==> src/rtl/ram_arb_pkg.sv <==
// Shared types and defaults for the two-port RAM arbiter.
// Holds the FSM state encoding, requester ids and default sizes.
package ram_arb_pkg;

   localparam int DEF_DATA_W    = 8;
   localparam int DEF_ADDR_W    = 4;
   localparam int DEF_MAX_BURST = 4;

   typedef enum logic [1:0] {
      IDLE_RR = 2'd0,
      LOCK_A  = 2'd1,
      LOCK_B  = 2'd2
   } arb_state_e;

   typedef enum logic {
      REQ_A = 1'b0,
      REQ_B = 1'b1
   } req_id_e;

   // Burst counter must hold MAX_BURST and is never narrower than 2 bits.
   function automatic int burst_width(input int max_burst);
      int w;
      w = $clog2(max_burst + 1);
      return (w < 2) ? 2 : w;
   endfunction

endpackage

==> src/rtl/ram_16x8_sp.sv <==
// Single-port RAM: synchronous write, registered read address.
// Contents are never cleared; unwritten words read as X.
module ram_16x8_sp
   import ram_arb_pkg::*;
#(
   parameter int DATA_W = DEF_DATA_W,
   parameter int ADDR_W = DEF_ADDR_W
) (
   input  logic              clk,
   input  logic              en,
   input  logic              we,
   input  logic [ADDR_W-1:0] addr,
   input  logic [DATA_W-1:0] wdata,
   output logic [DATA_W-1:0] rdata
);

   logic [DATA_W-1:0] mem_r [2**ADDR_W];
   logic [ADDR_W-1:0] raddr_r;

   // Write commits at the edge; the read address is held only for reads so a
   // following write to the same word still shows the old data for one cycle.
   always_ff @(posedge clk) begin
      if (en && we) begin
         mem_r[addr] <= wdata;
      end
      if (en && !we) begin
         raddr_r <= addr;
      end
   end

   assign rdata = mem_r[raddr_r];

endmodule

==> src/rtl/ram_arb_2p.sv <==
// Two-requester round-robin arbiter with lock/burst limiting in front of a
// shared single-port RAM. Grants are combinational; read data has latency 1.
module ram_arb_2p
   import ram_arb_pkg::*;
#(
   parameter int DATA_W    = DEF_DATA_W,
   parameter int ADDR_W    = DEF_ADDR_W,
   parameter int MAX_BURST = DEF_MAX_BURST
) (
   input  logic              clk,
   input  logic              rst,
   input  logic              req_a,
   input  logic              req_b,
   input  logic              we_a,
   input  logic              we_b,
   input  logic [ADDR_W-1:0] addr_a,
   input  logic [ADDR_W-1:0] addr_b,
   input  logic [DATA_W-1:0] wdata_a,
   input  logic [DATA_W-1:0] wdata_b,
   input  logic              lock_a,
   input  logic              lock_b,
   output logic              gnt_a,
   output logic              gnt_b,
   output logic              rvalid_a,
   output logic              rvalid_b,
   output logic [DATA_W-1:0] rdata
);

   localparam int                 BURST_W   = burst_width(MAX_BURST);
   localparam logic [BURST_W-1:0] BURST_MAX = BURST_W'(MAX_BURST);
   localparam logic [BURST_W-1:0] BURST_ONE = {{(BURST_W-1){1'b0}}, 1'b1};

   arb_state_e          state_r, state_s;
   req_id_e             ptr_r, ptr_s;
   logic [BURST_W-1:0]  burst_r, burst_s, burst_inc_s, burst_new_s;
   logic                gnt_a_s, gnt_b_s, held_s;
   logic                rvalid_a_r, rvalid_b_r;
   logic                ram_en_s, ram_we_s;
   logic [ADDR_W-1:0]   ram_addr_s;
   logic [DATA_W-1:0]   ram_wdata_s;

   // Grant selection and next-state for the arbitration FSM.
   always_comb begin
      state_s     = state_r;
      ptr_s       = ptr_r;
      burst_s     = burst_r;
      gnt_a_s     = 1'b0;
      gnt_b_s     = 1'b0;
      held_s      = 1'b0;
      burst_new_s = BURST_ONE;
      burst_inc_s = (burst_r >= BURST_MAX) ? BURST_MAX : burst_r + BURST_ONE;

      case (state_r)
         IDLE_RR: begin
            gnt_a_s = req_a && (!req_b || ptr_r == REQ_A);
            gnt_b_s = req_b && (!req_a || ptr_r == REQ_B);
         end
         LOCK_A: begin
            if (req_a && lock_a) begin
               held_s  = 1'b1;
               gnt_a_s = 1'b1;
            end else begin
               // Leaving the lock: B holds priority this cycle.
               gnt_a_s = req_a && !req_b;
               gnt_b_s = req_b;
               ptr_s   = REQ_B;
            end
         end
         LOCK_B: begin
            if (req_b && lock_b) begin
               held_s  = 1'b1;
               gnt_b_s = 1'b1;
            end else begin
               gnt_b_s = req_b && !req_a;
               gnt_a_s = req_a;
               ptr_s   = REQ_A;
            end
         end
         default: begin
            state_s = IDLE_RR;
            ptr_s   = REQ_A;
         end
      endcase

      if (rst) begin
         gnt_a_s = 1'b0;
         gnt_b_s = 1'b0;
      end else begin
         held_s = held_s;
      end

      burst_new_s = held_s ? burst_inc_s : BURST_ONE;

      if (gnt_a_s) begin
         if (lock_a && !(burst_new_s == BURST_MAX && req_b)) begin
            state_s = LOCK_A;
            burst_s = burst_new_s;
         end else begin
            state_s = IDLE_RR;
            ptr_s   = REQ_B;
            burst_s = '0;
         end
      end else if (gnt_b_s) begin
         if (lock_b && !(burst_new_s == BURST_MAX && req_a)) begin
            state_s = LOCK_B;
            burst_s = burst_new_s;
         end else begin
            state_s = IDLE_RR;
            ptr_s   = REQ_A;
            burst_s = '0;
         end
      end else begin
         state_s = IDLE_RR;
         burst_s = '0;
      end
   end

   // FSM, pointer and burst counter registers.
   always_ff @(posedge clk) begin
      if (rst) begin
         state_r <= IDLE_RR;
         ptr_r   <= REQ_A;
         burst_r <= '0;
      end else begin
         state_r <= state_s;
         ptr_r   <= ptr_s;
         burst_r <= burst_s;
      end
   end

   // Read responses trail their grant by one cycle; reset drops any in flight.
   always_ff @(posedge clk) begin
      if (rst) begin
         rvalid_a_r <= 1'b0;
         rvalid_b_r <= 1'b0;
      end else begin
         rvalid_a_r <= gnt_a_s && !we_a;
         rvalid_b_r <= gnt_b_s && !we_b;
      end
   end

   assign gnt_a    = gnt_a_s;
   assign gnt_b    = gnt_b_s;
   assign rvalid_a = rvalid_a_r && !rst;
   assign rvalid_b = rvalid_b_r && !rst;

   assign ram_en_s    = gnt_a_s || gnt_b_s;
   assign ram_we_s    = gnt_b_s ? we_b    : we_a;
   assign ram_addr_s  = gnt_b_s ? addr_b  : addr_a;
   assign ram_wdata_s = gnt_b_s ? wdata_b : wdata_a;

   ram_16x8_sp #(
      .DATA_W (DATA_W),
      .ADDR_W (ADDR_W)
   ) u_ram (
      .clk   (clk),
      .en    (ram_en_s),
      .we    (ram_we_s),
      .addr  (ram_addr_s),
      .wdata (ram_wdata_s),
      .rdata (rdata)
   );

endmodule

==> config.mk <==
export PLATFORM = sky130hd
export DESIGN_NAME = ram_arb_2p
export DESIGN_NICKNAME = d
export VERILOG_FILES = /design/src/rtl/ram_arb_pkg.sv /design/src/rtl/ram_16x8_sp.sv /design/src/rtl/ram_arb_2p.sv
export SDC_FILE = /design/constraint.sdc
export NUM_CORES = 1
export LEC_CHECK = 0
export BUFFER_PORTS_ARGS = -buffer_cell sky130_fd_sc_hd__buf_4
export CAP_MARGIN = 20
export CORE_UTILIZATION = 40
export CTS_CLUSTER_DIAMETER = 60
export DETAILED_ROUTE_END_ITERATION = 10
export HOLD_SLACK_MARGIN = 0.12
export PLACE_DENSITY = 0.62
export SYNTH_ARGS = -nofsm -noshare
export SYNTH_HDL_FRONTEND = slang
export SYNTH_SLANG_ARGS = --single-unit
==> constraint.sdc <==
create_clock -name clk -period 3.88 [get_ports clk]
set_clock_uncertainty 0.2 [all_clocks]
set_input_delay 0.388 -clock clk [delete_from_list [all_inputs] [get_ports clk]]
set_output_delay 0.388 -clock clk [all_outputs]
set_load 0.01 [all_outputs]
==> flow_summary_export.csv, run 1 <==
group,metric,value,unit
run_status,status,"completed",
cells_and_area,drive_above_1_share,32.7,%
setup_path,reg2reg_slack,740,ps
sta,setup_viol,0,
setup_path,worstPathRequired,3290,ps
drt,detail-route-antenna-nets,0,
placement,dp_hpwl,7890,µm
sta,setup_tns,0,ps
power,p_int,2.74,mW
setup_path,crit_path_frequent_cell,"buf_4",
job,cap_violations,0,
sta,slew_headroom,42.0,%
clock_network,h-tree-depth,4,
drt,wirelength,11900,µm
drt,drt_iter0_markers,352,
synth,yosysWarnings,0,
sta,hold_violations,0,
synth,synth.avg_cell_area,18.9,µm²
synth,synth_area_leader_cell,"edfxtp_1",
global_route,antenna_found_initial,0,
synth,ys_seq_elements,144,
clock_network,clkSlewWorstSetupHoldPaths,60,ps
synth,synthCells,320,
clock_network,cts_tree,"done",
setup_path,crit_path_end_kind,"primary output",
synth,ys.flop_type,"edfxtp_1",
power,ir_worst_vdd,0.256,mV
synth,synth_top_cell_area_share,65.4,%
global_route,grt_pass1_wl,18800,µm
placement,io_buffers,43,
drt,first_pass_iters,6,
synth,yosys-top-cells-count,"edfxtp_1, mux4_2, nor3_1",
global_route,gr-total-overflow,0,
power,p_per_area,481,mW/mm²
synth,synth_most_common_cell,"edfxtp_1",
synth,ys_types,37,
die,ios,44,
die,std_cell_rows,44,
synth,syn-cell-area,0.00606,mm²
sta,rsz0062_at_grt,"false",
power,seq_power_share,49.5,%
die,die_y,125,µm
die,die_x,125,µm
drt,viasPerCell,5.32,
setup_path,path_class,"register to primary output",
sta,final_max_slew_viol_count,0,
sta,fin_ws,696,ps
global_route,grtUsageTotal,16.7,%
global_route,met1_usage,21.1,%
global_route,grtUsageMet2,27.6,%
setup_path,max_stage_delay,680,ps
power,switching_share,22.5,%
global_route,met3_usage,4.32,%
drt,drc,0,
setup_path,cp-start-kind,"register",
global_route,grt-busiest-layer,"met2",
die,core_area,0.0146,mm²
clock_network,root_buffer,"clkbuf_16",
setup_path,cp.arrival,2600,ps
power,p_clk_share,39.3,%
hold_path,hold_class,"primary input to register",
setup_path,cp_cell_sequence,"ha_1, a21boi_1, a221oi_2, nor2_2, buf_4, buf_4",
synth,ys_top_cells_by_area,"edfxtp_1, mux4_2, dfxtp_1",
cells_and_area,final_nets,441,
power,power_switching,797,µW
clock_network,clk_latency,410,ps
cells_and_area,areaGrowthSynthToFinish,21.2,%
drt,vias,3192,
global_route,grt_pass1_vias,3347,
clock_network,postCtsSetupBuffers,0,
clock_network,cts_made_buffers,17,
sta,final.min_clock_period,3180,ps
die,initial_core_util,41.4,%
power,share_comb_of_total_power,11.2,%
sta,post-route-period-util,82.1,%
synth,syn_nets,358,
die,die_area,0.0157,mm²
cells_and_area,n_antenna_cell,0,
global_route,grt_start_max_net_pins,33,
clock_network,cts_buffer_depth,2,
setup_path,slowest_stage,"nor2_2",
setup_path,worstPathMaxFanout,15,
synth,synth_edf_count,132,
sta,fmax,314,MHz
sta,tightest_slew,869,ps
drt,post_drt_wl_per_cell,19.9,µm
synth,synth-seq-area-share,69.3,%
power,p_leak,2.47,nW
placement,preCtsSetupSlack,744,ps
placement,gp_congestion,0.800,
clock_network,clock-sinks,144,
synth,synth-async-reset-ratio,0,%
power groups by stage:
stage	logic, mW	registers, mW	clock network (mW)
global route	0.427	1.75	1.48
floorplan	0.256	1.77	0
global placement	0.383	1.78	0
finish	0.396	1.75	1.39
CTS	0.403	1.75	1.42
detailed placement	0.390	1.78	0
placed cells by master, fill, tap and decap left out, types with 2 or more instances in the layout:
cell	instances
nand2b_1	5
dfxtp_1	11
clkinvlp_4	4
o221a_1	4
clkinv_2	4
mux2_1	12
inv_1	8
clkinv_1	3
a2bb2oi_1	2
mux2_2	2
nor3_1	21
buf_4	61
mux2i_1	6
nand2_1	7
mux4_2	40
and3_1	2
nor2_1	12
clkbuf_1	3
o21ai_0	3
and2_1	5
ha_1	6
clkbuf_16	17
o21ai_1	2
nor2b_1	11
o21a_1	2
edfxtp_1	132
dlygate4sd3_1	14
path summary, 6_finish.rpt:
path         cells past startpoint                   from                          end
min reg2reg                      1  burst_r[2]$_SDFF_PP0_        burst_r[1]$_SDFF_PP0_
min                              3                 lock_b        state_r[1]$_SDFF_PP0_
max reg2reg                      6  state_r[0]$_SDFF_PP0_  u_ram.mem_r[1][4]$_DFFE_PP_
max                              6  state_r[0]$_SDFF_PP0_                        gnt_b
state kept, by name (all words and copies together) (netlist names), named ones only:
register,cells
state_r,2
u_ram.raddr_r,4
u_ram.mem_r,128
burst_r,3
rvalid_a_r,1
ptr_r,1
rvalid_b_r,1
layer usage:
layer | up-vias | wire length (µm)
li1 | 1477 | -
met1 | 1605 | 5200
met2 | 96 | 6040
met3 | 14 | 510
met4 | 0 | 161
met5 | - | 0
area by class of cell:
class / count / area (µm²)
Clock buffer: 20 / 437
Tap cell: 184 / 230
Multi-Input combinational cell: 156 / 1760
Timing Repair Buffer: 76 / 618
Fill cell: 1188 / 7290
Sequential cell: 144 / 4210
Clock inverter: 12 / 70.1
Inverter: 8 / 30.0
per-stage QoR:
| step | hold WS [ps] | area (µm²) | cells | utilization (%) | total power [mW] |
|---|---|---|---|---|---|
| floorplan | 247 | 6060 | 320 | - | 2.02 |
| global placement | 266 | 6700 | 554 | 45.8 | 2.16 |
| detailed placement | 282 | 6700 | 554 | 45.8 | 2.17 |
| CTS | 138 | 7350 | 600 | 50.2 | 3.57 |
| global route | 145 | 7350 | 600 | 50.2 | 3.66 |
| finish | 160 | 7350 | 600 | 50.2 | 3.53 |
critical path, delay by kind of cell, from the launching register on:
family / cells / cell delay, ps
fa+ha+maj: 1 / 240
flops: 1 / 370
buf+inv: 2 / 480
simple gates: 1 / 680
compound gates: 2 / 400
logic make-up after synthesis:
group	Yosys count	share of synthesized area (%)
AO/OA/AOI/OAI	24	3.65
adder cells (fa/ha/maj)	6	1.24
buffers and inverters	20	1.67
flip-flops	144	69.3
multiplexers	60	18.5
AND/OR/NAND/NOR	66	5.63
what timing repair did:
item | in CTS | in global routing
resized for setup | 0 | 0
hold buffers | 14 | 0
endpoints found under the hold margin | 12 | 0
No activity file was read; power rests on OpenSTA's default activity.
==> inputs of run 2 (changes only) <==
==> constraint.sdc (replaced) <==
create_clock -name clk -period 3.1 [get_ports clk]
set_clock_uncertainty 0.2 [all_clocks]
set_input_delay 0.31 -clock clk [delete_from_list [all_inputs] [get_ports clk]]
set_output_delay 0.31 -clock clk [all_outputs]
set_load 0.01 [all_outputs]
==> run 2 against run 1 <==
Net effect:
- the flow now finishes with violations (DRC)
- cell area rose by 2.3%
- routed wire length grew 6.0%
- utilization is 1.1 points higher
- worst hold slack improved by 30 ps
- highest routed layer unchanged
==> flow_summary_export.csv, run 2 (synthesis results as in run 1) <==
group,metric,value,unit
global_route,gr-total-overflow,0,
clock_network,clock-sinks,144,
global_route,grt_pass1_vias,3487,
cells_and_area,areaGrowthSynthToFinish,24.0,%
die,initial_core_util,41.4,%
global_route,antenna_found_initial,0,
global_route,grt_pass1_wl,20100,µm
clock_network,clk_latency,420,ps
sta,slew_headroom,55.2,%
placement,dp_hpwl,8210,µm
placement,preCtsSetupSlack,-7.97,ps
cells_and_area,top_register,"u_ram.mem_r",
sta,final.min_clock_period,2950,ps
clock_network,cts_tree,"done",
cells_and_area,final-instance-count-excl-fill,616,
die,core_area,0.0146,mm²
cells_and_area,multi_input_area,0.00177,mm²
setup_path,cp-start-kind,"primary input",
global_route,grt_start_max_net_pins,33,
sta,setup_tns,0,ps
cells_and_area,largest_register_ffs,128,
drt,drt_iter0_markers,258,
setup_path,path_class,"primary input to register",
run_status,status,"finished with violations",
drt,drc,4,
power,p_leak,2.56,nW
global_route,grtUsageTotal,17.8,%
setup_path,worstPathRequired,3060,ps
cells_and_area,fill_cells,1198,
clock_network,cts_made_buffers,17,
cells_and_area,mostFrequentLayoutCell,"edfxtp_1",
die,die_y,125,µm
power,ir_worst_vdd,0.438,mV
placement,place_inst,567,
sta,final_max_slew_viol_count,0,
clock_network,cts_buffer_depth,2,
drt,viasPerCell,5.44,
setup_path,worstPathMaxFanout,6,
job,cap_violations,0,
cells_and_area,drive_above_1_share,34.7,%
drt,wirelength,12600,µm
die,std_cell_rows,44,
clock_network,clkSlewWorstSetupHoldPaths,60,ps
clock_network,h-tree-depth,4,
drt,first_pass_iters,8,
sta,fmax,339,MHz
power,p_per_area,605,mW/mm²
hold_path,hold_class,"primary input to register",
setup_path,rr_worst_depth,8,
cells_and_area,top_regs,"u_ram.mem_r: 128 flops, u_ram.raddr_r: 4 flops, burst_r: 3 flops",
die,die_x,125,µm
cells_and_area,final_cell_mix,"edfxtp_1, buf_4, mux4_2",
sta,setup_viol,0,
die,ios,44,
hold_path,hold_depth,4,
sta,hold_violations,0,
sta,tightest_slew,666,ps
sta,rsz0062_at_grt,"true",
clock_network,root_buffer,"clkbuf_16",
cells_and_area,final_nets,458,
sta,post-route-period-util,95.2,%
drt,vias,3351,
drt,post_drt_wl_per_cell,20.5,µm
placement,gp_congestion,0.813,
drt,detail-route-antenna-nets,0,
clock_network,postCtsSetupBuffers,0,
cells_and_area,seq_area,0.00421,mm²
sta,holdWs,190,ps
cells_and_area,n_antenna_cell,0,
placement,io_buffers,43,
run_status,violations,"DRC",
setup_path,cp.arrival,2910,ps
die,die_area,0.0157,mm²
setup_path,crit_path_end_kind,"register",
sta,fin_ws,149,ps
[run 2: cell count changes in the layout (fill, tap and decap cells not counted), sizes merged]
cell         delta
dlygate4sd3     +4
buf            +13
clkinv          -1
clkinvlp        -1
bufinv          +1
[run 2: where the power goes]
part	total (mW)	internal [mW]	switching [mW]	leakage [nW]
Clock	1.84	1.09	0.747	0.249
Combinational	0.521	0.272	0.249	1.02
Sequential	2.19	2.17	0.0235	1.29
Total	4.55	3.53	1.02	2.56
[run 2: worst max-delay path: stages]
cell and delay (ps):
dlygate4sd3_1 530, buf_4 140, a21bo_2 210, a221oi_2 380, nor2_2 130, buf_4 180, buf_4 160, mux2_1 300
dlygate4sd3_1 550
[run 2: layout make-up]
type / count / area share (%)
sequential: 144 / 56.0
multi-input combinational: 156 / 23.5
timing repair buffer: 93 / 10.0
clock buffer: 20 / 5.81
tap: 184 / 3.06
clock inverter: 11 / 1.22
inverter: 8 / 0.400
[run 2: metal layers]
metal	track usage, %	vias to the layer above	part of all wire (%)
li1	-	1510	-
met1	23.6	1709	44
met2	28.0	115	49
met3	4.41	17	5.1
met4	7.75	0	2.1
met5	0	-	0
[run 2: final timing paths]
path	from	slack [ps]	end
max	lock_b	150	u_ram.raddr_r[0]$_DFFE_PP_
min	req_a	190	state_r[1]$_SDFF_PP0_
max reg2reg	state_r[0]$_SDFF_PP0_	190	register
min reg2reg	burst_r[2]$_SDFF_PP0_	280	burst_r[1]$_SDFF_PP0_
[run 2: timing repair]
action,in CTS,in global routing
hold endpoints to repair,13,0
setup endpoints to repair,8,24
gates resized for setup,1,1
hold buffers,18,0
[run 2: per-stage QoR]
| stage | power [mW] | instance area, µm² | utilization [%] |
|---|---|---|---|
| 2_1_floorplan | 2.53 | 6060 | - |
| 3_5_place_dp | 2.74 | 6800 | 46.4 |
| 6_report | 4.55 | 7520 | 51.3 |
| 4_1_cts | 4.58 | 7510 | 51.3 |
| 5_1_grt | 4.71 | 7520 | 51.3 |
| 3_3_place_gp | 2.73 | 6780 | 46.3 |
==> inputs of run 3 (changes only) <==
--- a/config.mk
+++ b/config.mk
@@ -7,11 +7,11 @@
 export LEC_CHECK = 0
 export BUFFER_PORTS_ARGS = -buffer_cell sky130_fd_sc_hd__buf_4
 export CAP_MARGIN = 20
-export CORE_UTILIZATION = 40
+export CORE_UTILIZATION = 64
 export CTS_CLUSTER_DIAMETER = 60
 export DETAILED_ROUTE_END_ITERATION = 10
 export HOLD_SLACK_MARGIN = 0.12
-export PLACE_DENSITY = 0.62
+export PLACE_DENSITY = 0.89
 export SYNTH_ARGS = -nofsm -noshare
 export SYNTH_HDL_FRONTEND = slang
 export SYNTH_SLANG_ARGS = --single-unit
==> constraint.sdc (replaced) <==
create_clock -name clk -period 3.4 [get_ports clk]
set_clock_uncertainty 0.2 [all_clocks]
set_input_delay 0.34 -clock clk [delete_from_list [all_inputs] [get_ports clk]]
set_output_delay 0.34 -clock clk [all_outputs]
set_load 0.01 [all_outputs]
==> run 3 against run 2 <==
Net effect:
- the flow now finishes without violations
- sequential share of layout area decreased by 0.19 points
- die area shrank 37%
- critical path depth is 2 higher
- clock power increased by 7%
- global-route usage grew 14 points
- utilization is 31 points higher
- cell count fell by 11%
- non-clock buffer count increased by 2
- register-to-register slack better by 70 ps
- highest routed layer unchanged
==> flow_summary_export.csv, run 3 (synthesis results as in run 1) <==
group,metric,value,unit
setup_path,cp.arrival,3160,ps
global_route,grt_pass1_vias,3764,
setup_path,cp-start-kind,"register",
global_route,grtUsageTotal,31.4,%
cells_and_area,mostFrequentLayoutCell,"edfxtp_1",
clock_network,cts_tree,"done",
sta,tightest_slew,660,ps
cells_and_area,fin_area,0.00754,mm²
sta,final.min_clock_period,3140,ps
drt,first_pass_iters,7,
sta,rsz0062_at_grt,"false",
drt,wirelength,14200,µm
cells_and_area,areaGrowthSynthToFinish,24.4,%
cells_and_area,drive_above_1_share,34.7,%
cells_and_area,multi_input_area,0.00176,mm²
cells_and_area,top_regs,"u_ram.mem_r: 128 flops, u_ram.raddr_r: 4 flops, burst_r: 3 flops",
cells_and_area,fill_cells,431,
hold_path,hold_class,"primary input to register",
drt,drt_iter0_markers,319,
sta,hold_violations,0,
setup_path,worstPathMaxFanout,12,
clock_network,clock-sinks,144,
global_route,grt_pass1_wl,21500,µm
run_status,status,"completed",
clock_network,clkSlewWorstSetupHoldPaths,60,ps
die,initial_core_util,65.9,%
drt,wl_met2,7370,µm
placement,dp_hpwl,8170,µm
drt,detail-route-antenna-nets,0,
drt,drc,0,
drt,routed.top_layer,"met4",
sta,final_max_slew_viol_count,0,
clock_network,hold_buffers,22,
drt,drt-met1-wl,5160,µm
die,die_area,0.00987,mm²
drt,post_drt_wl_per_cell,26.1,µm
clock_network,h-tree-depth,4,
global_route,antenna_found_initial,0,
power,p_leak,2.61,nW
cells_and_area,n_antenna_cell,0,
clock_network,root_buffer,"clkbuf_8",
setup_path,worstPathRequired,3420,ps
clock_network,cts_resized,0,
sta,setup_viol,0,
global_route,gr-total-overflow,0,
cells_and_area,seq_area,0.00421,mm²
placement,gp_congestion,0.950,
clock_network,clk_latency,530,ps
die,die_y,99.3,µm
setup_path,crit_path_end_kind,"register",
sta,post-route-period-util,92.4,%
sta,slew_headroom,55.7,%
sta,fmax,318,MHz
clock_network,postCtsSetupBuffers,0,
drt,dr_wl_met3,1160,µm
placement,dpl_cell_area,0.00666,mm²
die,std_cell_rows,35,
placement,io_buffers,43,
die,core_area,0.00920,mm²
cells_and_area,final_nets,460,
job,cap_violations,0,
sta,setup_tns,0,ps
clock_network,cts_made_buffers,17,
cells_and_area,largest_register_ffs,128,
cells_and_area,top_register,"u_ram.mem_r",
die,die_x,99.3,µm
drt,viasPerCell,6.54,
cells_and_area,final_cell_mix,"edfxtp_1, buf_4, mux4_2",
clock_network,cts_buffer_depth,2,
setup_path,path_class,"register to register",
power,ir_worst_vdd,0.325,mV
power,p_per_area,590,mW/mm²
global_route,grt_start_max_net_pins,33,
die,ios,44,
drt,vias,3573,
[run 3: worst paths after layout]
kind	cells after the start	endpoint	slack, ps	from
setup reg to reg	11	u_ram.mem_r[10][6]$_DFFE_PP_	260	state_r[1]$_SDFF_PP0_
hold reg to reg	1	burst_r[1]$_SDFF_PP0_	290	burst_r[2]$_SDFF_PP0_
setup / recovery	11	u_ram.mem_r[10][6]$_DFFE_PP_	260	state_r[1]$_SDFF_PP0_
hold / removal	4	state_r[1]$_SDFF_PP0_	180	req_b
[run 3: layout make-up]
| type | count | area share (%) |
|---|---|---|
| inverter | 8 | 0.398 |
| sequential | 144 | 55.8 |
| clock buffer | 19 | 5.59 |
| tap | 111 | 1.84 |
| clock inverter | 13 | 2.82 |
| timing repair buffer | 95 | 10.3 |
| multi-input combinational | 156 | 23.3 |
[run 3: where the power goes]
group          switching (mW)  internal (mW)  leakage, nW
logic                   0.231          0.247         1.03
clock network           0.706           1.27        0.298
registers              0.0233           1.98         1.29
[run 3: per-stage QoR]
| stage | utilization [%] | instances | setup WS, ps | power, mW | hold slack [ps] |
|---|---|---|---|---|---|
| after floorplan | - | 320 | 553 | 2.31 | 212 |
| after global placement | 72.5 | 488 | 298 | 2.46 | 265 |
| after detailed placement | 72.5 | 488 | 64.3 | 2.48 | 279 |
| after CTS | 81.8 | 542 | 28.1 | 4.46 | 161 |
| after global routing | 82.0 | 546 | 122 | 4.56 | 203 |
| final | 82.0 | 546 | 260 | 4.45 | 180 |
[run 3: critical path, stage by stage, from the launching register on]
cell	delay, ps
dfxtp_1	360
inv_1	70
ha_1	230
a21boi_1	180
a221oi_2	310
nor2_2	90
buf_12	160
buf_4	190
mux2i_1	160
buf_4	160
nor3_1	410
buf_4	290
[run 3: layer usage]
layer  GRT usage [%]  up-vias
met5               0        -
li1                -     1517
met3            7.59       42
met1            37.7     1796
met4            17.4        0
met2            52.8      218
